--- src/rtl/rv_dmem_arb.sv ---
// Data-memory port arbiter: core pipeline vs. external (debug/loader) requester.
// Bounded external wait via a saturating starvation counter; read data is steered back to the issuer.
package rv_dmem_pkg;
    typedef struct packed {
        logic [31:0] address;
        logic [31:0] wr_data;
        logic [3:0]  byte_en;
        logic        wr_en;
        logic        rd_en;
    } t_core2mem_req;
endpackage

module rv_dmem_arb
    import rv_dmem_pkg::*;
#(
    parameter int unsigned STARVE_MAX = 4
) (
    input  logic          clk,
    input  logic          rst,
    input  t_core2mem_req core2dmem_req_Q103H,
    input  t_core2mem_req ext_req,
    output logic          ext_gnt,
    output t_core2mem_req arb2dmem_req,
    input  logic [31:0]   dmem_rd_data,
    output logic          core_ready_Q104H,
    output logic [31:0]   core_rd_data_Q104H,
    output logic          ext_rd_valid,
    output logic [31:0]   ext_rd_data
);

    typedef enum logic [1:0] {
        OWN_NONE = 2'd0,
        OWN_CORE = 2'd1,
        OWN_EXT  = 2'd2
    } t_owner;

    localparam logic [3:0] STARVE_LIM = 4'(STARVE_MAX);

    logic        core_vld, ext_vld, ext_win;
    logic [3:0]  starve_cnt_q, starve_cnt_d;
    t_owner      rd_owner_q, rd_owner_d;
    logic [31:0] core_rd_hold_q, ext_rd_hold_q;

    always_comb begin
        core_vld = core2dmem_req_Q103H.rd_en | core2dmem_req_Q103H.wr_en;
        ext_vld  = ext_req.rd_en | ext_req.wr_en;
        // External wins when alone, or when it has lost STARVE_MAX cycles in a row.
        ext_win  = rst && ext_vld && (!core_vld || starve_cnt_q == STARVE_LIM);

        arb2dmem_req = '0;
        if (ext_win)
            arb2dmem_req = ext_req;
        else if (core_vld)
            arb2dmem_req = core2dmem_req_Q103H;
        if (!rst) begin
            arb2dmem_req.wr_en = 1'b0;
            arb2dmem_req.rd_en = 1'b0;
        end

        ext_gnt          = ext_win;
        core_ready_Q104H = !(core_vld && ext_win);

        starve_cnt_d = starve_cnt_q;
        if (!ext_vld || ext_win)
            starve_cnt_d = '0;
        else if (starve_cnt_q < STARVE_LIM)
            starve_cnt_d = starve_cnt_q + 4'd1;

        rd_owner_d = OWN_NONE;
        if (arb2dmem_req.rd_en)
            rd_owner_d = ext_win ? OWN_EXT : OWN_CORE;
    end

    always_ff @(posedge clk or negedge rst) begin
        if (!rst) begin
            starve_cnt_q   <= '0;
            rd_owner_q     <= OWN_NONE;
            core_rd_hold_q <= '0;
            ext_rd_hold_q  <= '0;
        end else begin
            starve_cnt_q <= starve_cnt_d;
            rd_owner_q   <= rd_owner_d;
            if (rd_owner_q == OWN_CORE)
                core_rd_hold_q <= dmem_rd_data;
            if (rd_owner_q == OWN_EXT)
                ext_rd_hold_q <= dmem_rd_data;
        end
    end

    // Returned data is live in the return cycle and held afterwards.
    assign ext_rd_valid       = (rd_owner_q == OWN_EXT);
    assign ext_rd_data        = ext_rd_valid ? dmem_rd_data : ext_rd_hold_q;
    assign core_rd_data_Q104H = (rd_owner_q == OWN_CORE) ? dmem_rd_data : core_rd_hold_q;

endmodule

--- config.mk ---
export PLATFORM = sky130hd
export DESIGN_NAME = rv_dmem_arb
export DESIGN_NICKNAME = d
export VERILOG_FILES = /design/src/rtl/rv_dmem_arb.sv
export SDC_FILE = /design/constraint.sdc
export NUM_CORES = 1
export LEC_CHECK = 0
export ABC_AREA = 1
export CORE_AREA = 2 2 122 124
export CTS_CLUSTER_SIZE = 30
export DETAILED_ROUTE_END_ITERATION = 16
export DIE_AREA = 0 0 124 126
export PLACE_DENSITY = 0.67
export SETUP_SLACK_MARGIN = 0.3
export SLEW_MARGIN = 15
export SYNTH_ARGS = -nofsm -noshare
export SYNTH_HDL_FRONTEND = slang
export SYNTH_SLANG_ARGS = --single-unit
--- constraint.sdc ---
create_clock -name clk -period 2.2 [get_ports clk]
set_input_delay 0.33 -clock clk [delete_from_list [all_inputs] [get_ports clk]]
set_output_delay 0.33 -clock clk [all_outputs]
set_load 0.005 [all_outputs]
==> results of run 1 <==
## area by class of cell
cell class                 instances  area share, %
inverter                          44           1.89
multi-input combinational        360           29.8
clock inverter                     3          0.454
clock buffer                      12           2.66
tap                              184           2.39
sequential                        70           18.2
timing repair buffer             428           44.5
antenna                            3         0.0779
## cells in the final DEF (no fill, tap or decap), drive strengths merged
cell             n
dlymetal6s2s     3
diode            3
inv             42
clkdlybuf4s50  168
buf            206
dlygate4sd2      3
nor2            10
nand3           71
xor2             1
a21oi            3
bufinv           1
o21ai           65
clkinv           4
ha               2
clkbuf          49
nand2          208
clkdlybuf4s15   11
dfrtp           70
## flip-flops by register name (all words and copies together), names as in the netlist
name,count
ext_rd_hold_q,32
core_rd_hold_q,32
starve_cnt_q,4
rd_owner_q,2
## critical path, delay by kind of cell (launching register included)
| kind | cells | cell delay [ns] |
|---|---|---|
| buffers and inverters | 6 | 0.67 |
| flip-flops | 1 | 0.37 |
| AND/OR/NAND/NOR | 5 | 0.35 |
| adder cells (fa/ha/maj) | 1 | 0.16 |
## Yosys cell counts
library cell / count
buf_4: 8
xor2_1: 1
ha_1: 2
o21ai_0: 64
buf_2: 8
buf_1: 3
dfrtp_1: 70
o21ai_2: 1
nand3_1: 71
nand2_2: 2
nor2_1: 9
inv_2: 2
nand2_1: 206
inv_1: 42
nor2_2: 1
clkbuf_1: 14
a21oi_1: 3
## what timing repair did
item	CTS	global route
cloned	12	9
gates resized for setup	540	433
buffers inserted	39	34
pin swaps	19	47
endpoints found under the setup margin	136	136
## power breakdown
group / switching [W] / internal, W
combinational: 0.00178 / 0.00215
clock: 0.000550 / 0.000934
sequential: 0.000282 / 0.00173
total: 0.00261 / 0.00482
## logic make-up (layout without fill, tap and decap cells)
family,count (synthesis),in the layout
other,0,3
XOR/XNOR,1,1
AND/OR/NAND/NOR,289,289
adder cells (fa/ha/maj),2,2
buffers and inverters,77,487
AO/OA/AOI/OAI,68,68
flip-flops,70,70
## per-stage QoR
| step | total power [W] | cells | utilization [%] |
|---|---|---|---|
| after global placement | 0.00456 | 992 | 49.4 |
| final | 0.00743 | 1104 | 67.4 |
| after floorplan | 0.00274 | 507 | - |
| after detailed placement | 0.00459 | 992 | 49.4 |
| after CTS | 0.00633 | 1058 | 57.4 |
| after global routing | 0.00783 | 1104 | 67.4 |
## routing by layer
layer | part of all wire, % | up-vias
li1 | - | 2432
met1 | 39 | 2499
met4 | 2.2 | 4
met3 | 7.6 | 32
met2 | 51 | 243
met5 | 0.12 | -
## worst min path at each step
stage | cells past startpoint | slack [ns] | end
6_report | 2 | 0.30 | rd_owner_q[1]$_DFF_PN0_
5_1_grt | 4 | 0.39 | rd_owner_q[0]$_DFF_PN0_
4_1_cts | 2 | 0.32 | rd_owner_q[1]$_DFF_PN0_
3_5_place_dp | 2 | 0.48 | ext_rd_hold_q[22]$_DFF_PN0_
3_3_place_gp | 2 | 0.48 | ext_rd_hold_q[23]$_DFF_PN0_
2_1_floorplan | 0 | 0.03 | core_rd_hold_q[0]$_DFF_PN0_
==> flow_metrics.env, run 1 <==
export IMPL_gp_congestion=0.912
export IMPL_grt_setup_unrepaired="true"
export IMPL_slew_violations=0
export IMPL_drc=0
export IMPL_multi_input_area_mm2=0.00288
export IMPL_htreeDepth=3
export IMPL_synth_xor_area_share_pct=0.241
export IMPL_pre_cts_ws_ns=-0.307
export IMPL_synth_top_area_share_pct=48.1
export IMPL_layout_nets=1089
export IMPL_wirelength_um=21900
export IMPL_hp_class="in2async"
export IMPL_finalCritPeriodShare_pct=101
export IMPL_max_cap_viol_count=0
export IMPL_cp_slowest_cell="dfrtp_1"
export IMPL_ios=311
export IMPL_setup_violations=12
export IMPL_clk_pin_slew_worst_paths_ns=0.06
export IMPL_cp_startpoint="starve_cnt_q[1]$_DFFE_PN0P_"
export IMPL_synth_compound_area_share_pct=9.45
export IMPL_grt_util_met2_pct=39.3
export IMPL_wl_per_cell_um=19.8
export IMPL_power_density_mw_per_mm2=771
export IMPL_drtPass1Iterations=5
export IMPL_endpoint_kind="output port"
export IMPL_nFillCells=1103
export IMPL_synthesis_nets=683
export IMPL_cts_hold_buf=0
export IMPL_die_area_mm2=0.0156
export IMPL_r2r_start="starve_cnt_q[1]$_DFFE_PN0P_"
export IMPL_antenna_found_initial=5
export IMPL_reg2reg_slack_ns=0.52
export IMPL_vias_per_cell=4.72
export IMPL_vdd_drop_max_mv=0.401
export IMPL_r2r_end="starve_cnt_q[0]$_DFFE_PN0P_"
export IMPL_synth_cells=507
export IMPL_fin_ws_ns=-0.0195
export IMPL_stdcell_area_mm2=0.00964
export IMPL_portBuffers=310
export IMPL_ys_seq_area_share_pct=48.1
export IMPL_cp_data_arrival_time_ns=1.89
export IMPL_worst_slew_pin_slew_ns=0.906
export IMPL_die_y_um=126
export IMPL_ant_nets=0
export IMPL_use_met3_pct=6.57
export IMPL_grt_max_degree=71
export IMPL_grt_use_met1_pct=28.7
export IMPL_initial_utilization_pct=25.4
export IMPL_synth_area_top_cells="dfrtp_1 (48%), nand2_1 (21%), nand3_1 (9.8%)"
export IMPL_drt_iter0_markers=294
export IMPL_synth_warnings=0
export IMPL_synth_simple_area_share_pct=32.5
export IMPL_period_needed_ns=2.22
export IMPL_cts_sinks=70
export IMPL_cts_tree="done"
export IMPL_status="finished with violations"
export IMPL_grt_pass1_vias=4829
export IMPL_regArea_mm2=0.00175
export IMPL_core_mm2=0.0143
export IMPL_hold_ws_ns=0.303
export IMPL_clockBufferDepth=2
export IMPL_critPathMaxStageDelay_ns=0.37
export IMPL_crit_fanout=6
export IMPL_die_width_um=124
export IMPL_yosys_area_share_adder_pct=0.688
export IMPL_gr_usage_all_layers_pct=23.3
export IMPL_place_hpwl_um=12700
export IMPL_maxSlewHeadroom_pct=39.6
export IMPL_cts_root_buf="clkbuf_16"
export IMPL_synthMuxAreaShare_pct=0
export IMPL_power_leakage_nw=4.77
export IMPL_path_class="reg2out"
export IMPL_synth_seq_cells=70
export IMPL_synth_area_leader_cell="dfrtp_1"
export IMPL_cp_required_ns=1.87
export IMPL_final_layout_size_suffix_gt1_share_pct=52.8
export IMPL_vias=5210
export IMPL_path_cells="inv_2 -> ha_4 -> nand3_4 -> nand2_4 -> nand2_8 -> clkinv_8 -> buf_6 -> buf_6 -> clkbuf_16 -> nand2_1 -> nand2_1 -> buf_2"
export IMPL_setup_tns_ns=-0.105
export IMPL_rows=44
export IMPL_fmax_mhz=451
export IMPL_worstRegToRegCells=11
export IMPL_postSynthAreaPerCell_um2=7.18
export IMPL_grt_overflow=0
export IMPL_hold_viol=0
export IMPL_start_kind="flop"
export IMPL_synth_cell_type_count=17
export IMPL_syn_area_mm2=0.00364
export IMPL_placed_area_mm2=0.00706
export IMPL_finalClockSkew_ns=0.00734
export IMPL_failed_checks="setup timing"
export IMPL_worstSkewPairLatency_ns=0.34
export IMPL_grt_pass1_wl_um=27300
export IMPL_synth_top_family_by_area="simple AND/OR/NAND/NOR gates"
export IMPL_top_usage_layer="met2"
export IMPL_cts_buffers=9
export IMPL_area_growth_pct=165
export IMPL_endpoint="arb2dmem_req[3]"
Power figures use the tool's default switching activity.
==> inputs of run 2 (changes only) <==
- GPL_TIMING_DRIVEN: unset -> 0
==> flow_metrics.env, run 2 (synthesis results as in run 1) <==
export IMPL_fin_ws_ns=-0.0174
export IMPL_power_leakage_nw=4.78
export IMPL_cts_sinks=70
export IMPL_pre_cts_ws_ns=-0.575
export IMPL_grt_max_degree=39
export IMPL_drc=0
export IMPL_nFillCells=1194
export IMPL_core_mm2=0.0143
export IMPL_vias_per_cell=4.65
export IMPL_slew_violations=0
export IMPL_grt_pass1_wl_um=28600
export IMPL_rows=44
export IMPL_worst_slew_pin_slew_ns=0.372
export IMPL_clk_pin_slew_worst_paths_ns=0.06
export IMPL_area_growth_pct=153
export IMPL_vias=5164
export IMPL_clockBufferDepth=2
export IMPL_wl_met2_um=10500
export IMPL_maxSlewHeadroom_pct=75.2
export IMPL_stdcell_area_mm2=0.00921
export IMPL_place_hpwl_um=13700
export IMPL_gp_congestion=0.870
export IMPL_cp_required_ns=1.87
export IMPL_finalCritPeriodShare_pct=101
export IMPL_period_needed_ns=2.22
export IMPL_wirelength_um=20500
export IMPL_antenna_found_initial=7
export IMPL_grt_overflow=0
export IMPL_max_cap_viol_count=0
export IMPL_worstSkewPairLatency_ns=0.33
export IMPL_dpl_cell_count=1002
export IMPL_setup_tns_ns=-0.0290
export IMPL_finalClockSkew_ns=0.00494
export IMPL_die_width_um=124
export IMPL_final_layout_size_suffix_gt1_share_pct=49.0
export IMPL_ios=311
export IMPL_final_cells=1110
export IMPL_ant_nets=0
export IMPL_p_total_w=0.00689
export IMPL_layout_nets=1091
export IMPL_power_density_mw_per_mm2=747
export IMPL_status="finished with violations"
export IMPL_path_class="reg2out"
export IMPL_die_y_um=126
export IMPL_hold_ws_ns=-0.0945
export IMPL_endpoint_kind="output port"
export IMPL_gr_usage_all_layers_pct=24.2
export IMPL_crit_fanout=6
export IMPL_drt_iter0_markers=296
export IMPL_placed_area_mm2=0.00699
export IMPL_reg_top3="core_rd_hold_q x32, ext_rd_hold_q x32, starve_cnt_q x4"
export IMPL_top_layer_used="met5"
export IMPL_drt_met1_wl_um=7840
export IMPL_cts_root_buf="clkbuf_16"
export IMPL_hp_class="in2async"
export IMPL_hold_viol=35
export IMPL_cts_buffers=9
export IMPL_fmax_mhz=451
export IMPL_die_area_mm2=0.0156
export IMPL_htreeDepth=3
export IMPL_final_cell_mix="clkdlybuf4s50_1 (169), nand2_1 (131), buf_2 (82)"
export IMPL_cts_tree="done"
export IMPL_vdd_drop_max_mv=0.368
export IMPL_initial_utilization_pct=25.4
export IMPL_drtPass1Iterations=4
export IMPL_setup_violations=2
export IMPL_grt_pass1_vias=5132
export IMPL_wl_met3_um=1660
export IMPL_portBuffers=310
export IMPL_wl_per_cell_um=18.5
export IMPL_grt_setup_unrepaired="true"
export IMPL_final_common_cell="clkdlybuf4s50_1"
export IMPL_cp_data_arrival_time_ns=1.89
export IMPL_start_kind="flop"
export IMPL_failed_checks="hold timing, setup timing"
run 2: changes by cell type in the layout (fill, tap and decap cells not counted), moves of 6 or more:
cell	delta
buf_12	-12
buf_16	-8
buf_6	+6
buf_8	+8
clkdlybuf4s15_2	-8
dlymetal6s2s_1	+15
nand2_1	+29
nand2_2	-6
nand2_4	-24
nand3_1	-11
nand3_2	+9
o21ai_2	+24
o21ai_4	-28
run 2: critical path, cell delays in order (launching register included):
cell,delay [ns]
dfrtp_1,0.39
inv_2,0.08
ha_4,0.14
nand3_4,0.09
nand2_8,0.11
buf_12,0.11
nand2_8,0.08
buf_8,0.16
buf_6,0.13
nand3_2,0.06
nand2_2,0.07
buf_2,0.13
run 2: layer usage:
layer,up-vias,track usage (%)
met5,-,0
met4,2,8.92
met2,234,40.2
li1,2455,-
met1,2442,29.4
met3,31,7.16
run 2: repair_timing:
item                                    in CTS  in global routing
gates cloned                                 8                  7
setup buffers                               51                 20
endpoints found under the setup margin     136                135
gates resized for setup                    696                238
hold endpoints to repair                    35                 35
pin swaps                                   53                 30
run 2: final timing paths:
check	startpoint	end	slack, ns	cells after the start
worst min register to register	ext_rd_hold_q[21]$_DFF_PN0_	ext_rd_hold_q[21]$_DFF_PN0_	0.47	2
worst min-delay path	rst	core_rd_hold_q[28]$_DFF_PN0_	-0.09	1
worst max register to register	starve_cnt_q[1]$_DFFE_PN0P_	starve_cnt_q[3]$_DFFE_PN0P_	0.71	9
min in group clk	core2dmem_req_Q103H[0]	rd_owner_q[0]$_DFF_PN0_	0.45	3
worst max-delay path	starve_cnt_q[1]$_DFFE_PN0P_	arb2dmem_req[50]	-0.02	11
max in group asynchronous	rst	rd_owner_q[0]$_DFF_PN0_	1.78	2
run 2: final cells by class:
| type | count | area, um2 | share of cell area (%) |
|---|---|---|---|
| Timing Repair Buffer | 395 | 3650 | 39.7 |
| Multi-Input combinational cell | 361 | 2560 | 27.8 |
| Sequential cell | 70 | 1750 | 19.0 |
| Buffer | 33 | 509 | 5.53 |
| Tap cell | 184 | 230 | 2.50 |
| Clock buffer | 9 | 225 | 2.44 |
| Inverter | 44 | 183 | 1.98 |
| Clock inverter | 7 | 72.6 | 0.788 |
| Antenna cell | 6 | 15.0 | 0.163 |
| Timing Repair inverter | 1 | 11.3 | 0.122 |
run 2: power breakdown:
group          total, W  switching [W]  internal (W)  leakage [nW]
Sequential      0.00189       0.000167       0.00172         0.868
Clock           0.00144       0.000561      0.000879         0.142
Combinational   0.00355        0.00164       0.00191          3.77
Total           0.00689        0.00237       0.00452          4.78
run 2: per-stage QoR:
| step | util (%) | hold slack [ns] |
|---|---|---|
| floorplan | - | 0.0344 |
| global placement | 48.7 | 0.479 |
| detailed placement | 48.8 | 0.321 |
| CTS | 59.2 | -0.109 |
| global route | 64.4 | -0.0855 |
| finish | 64.4 | -0.0945 |
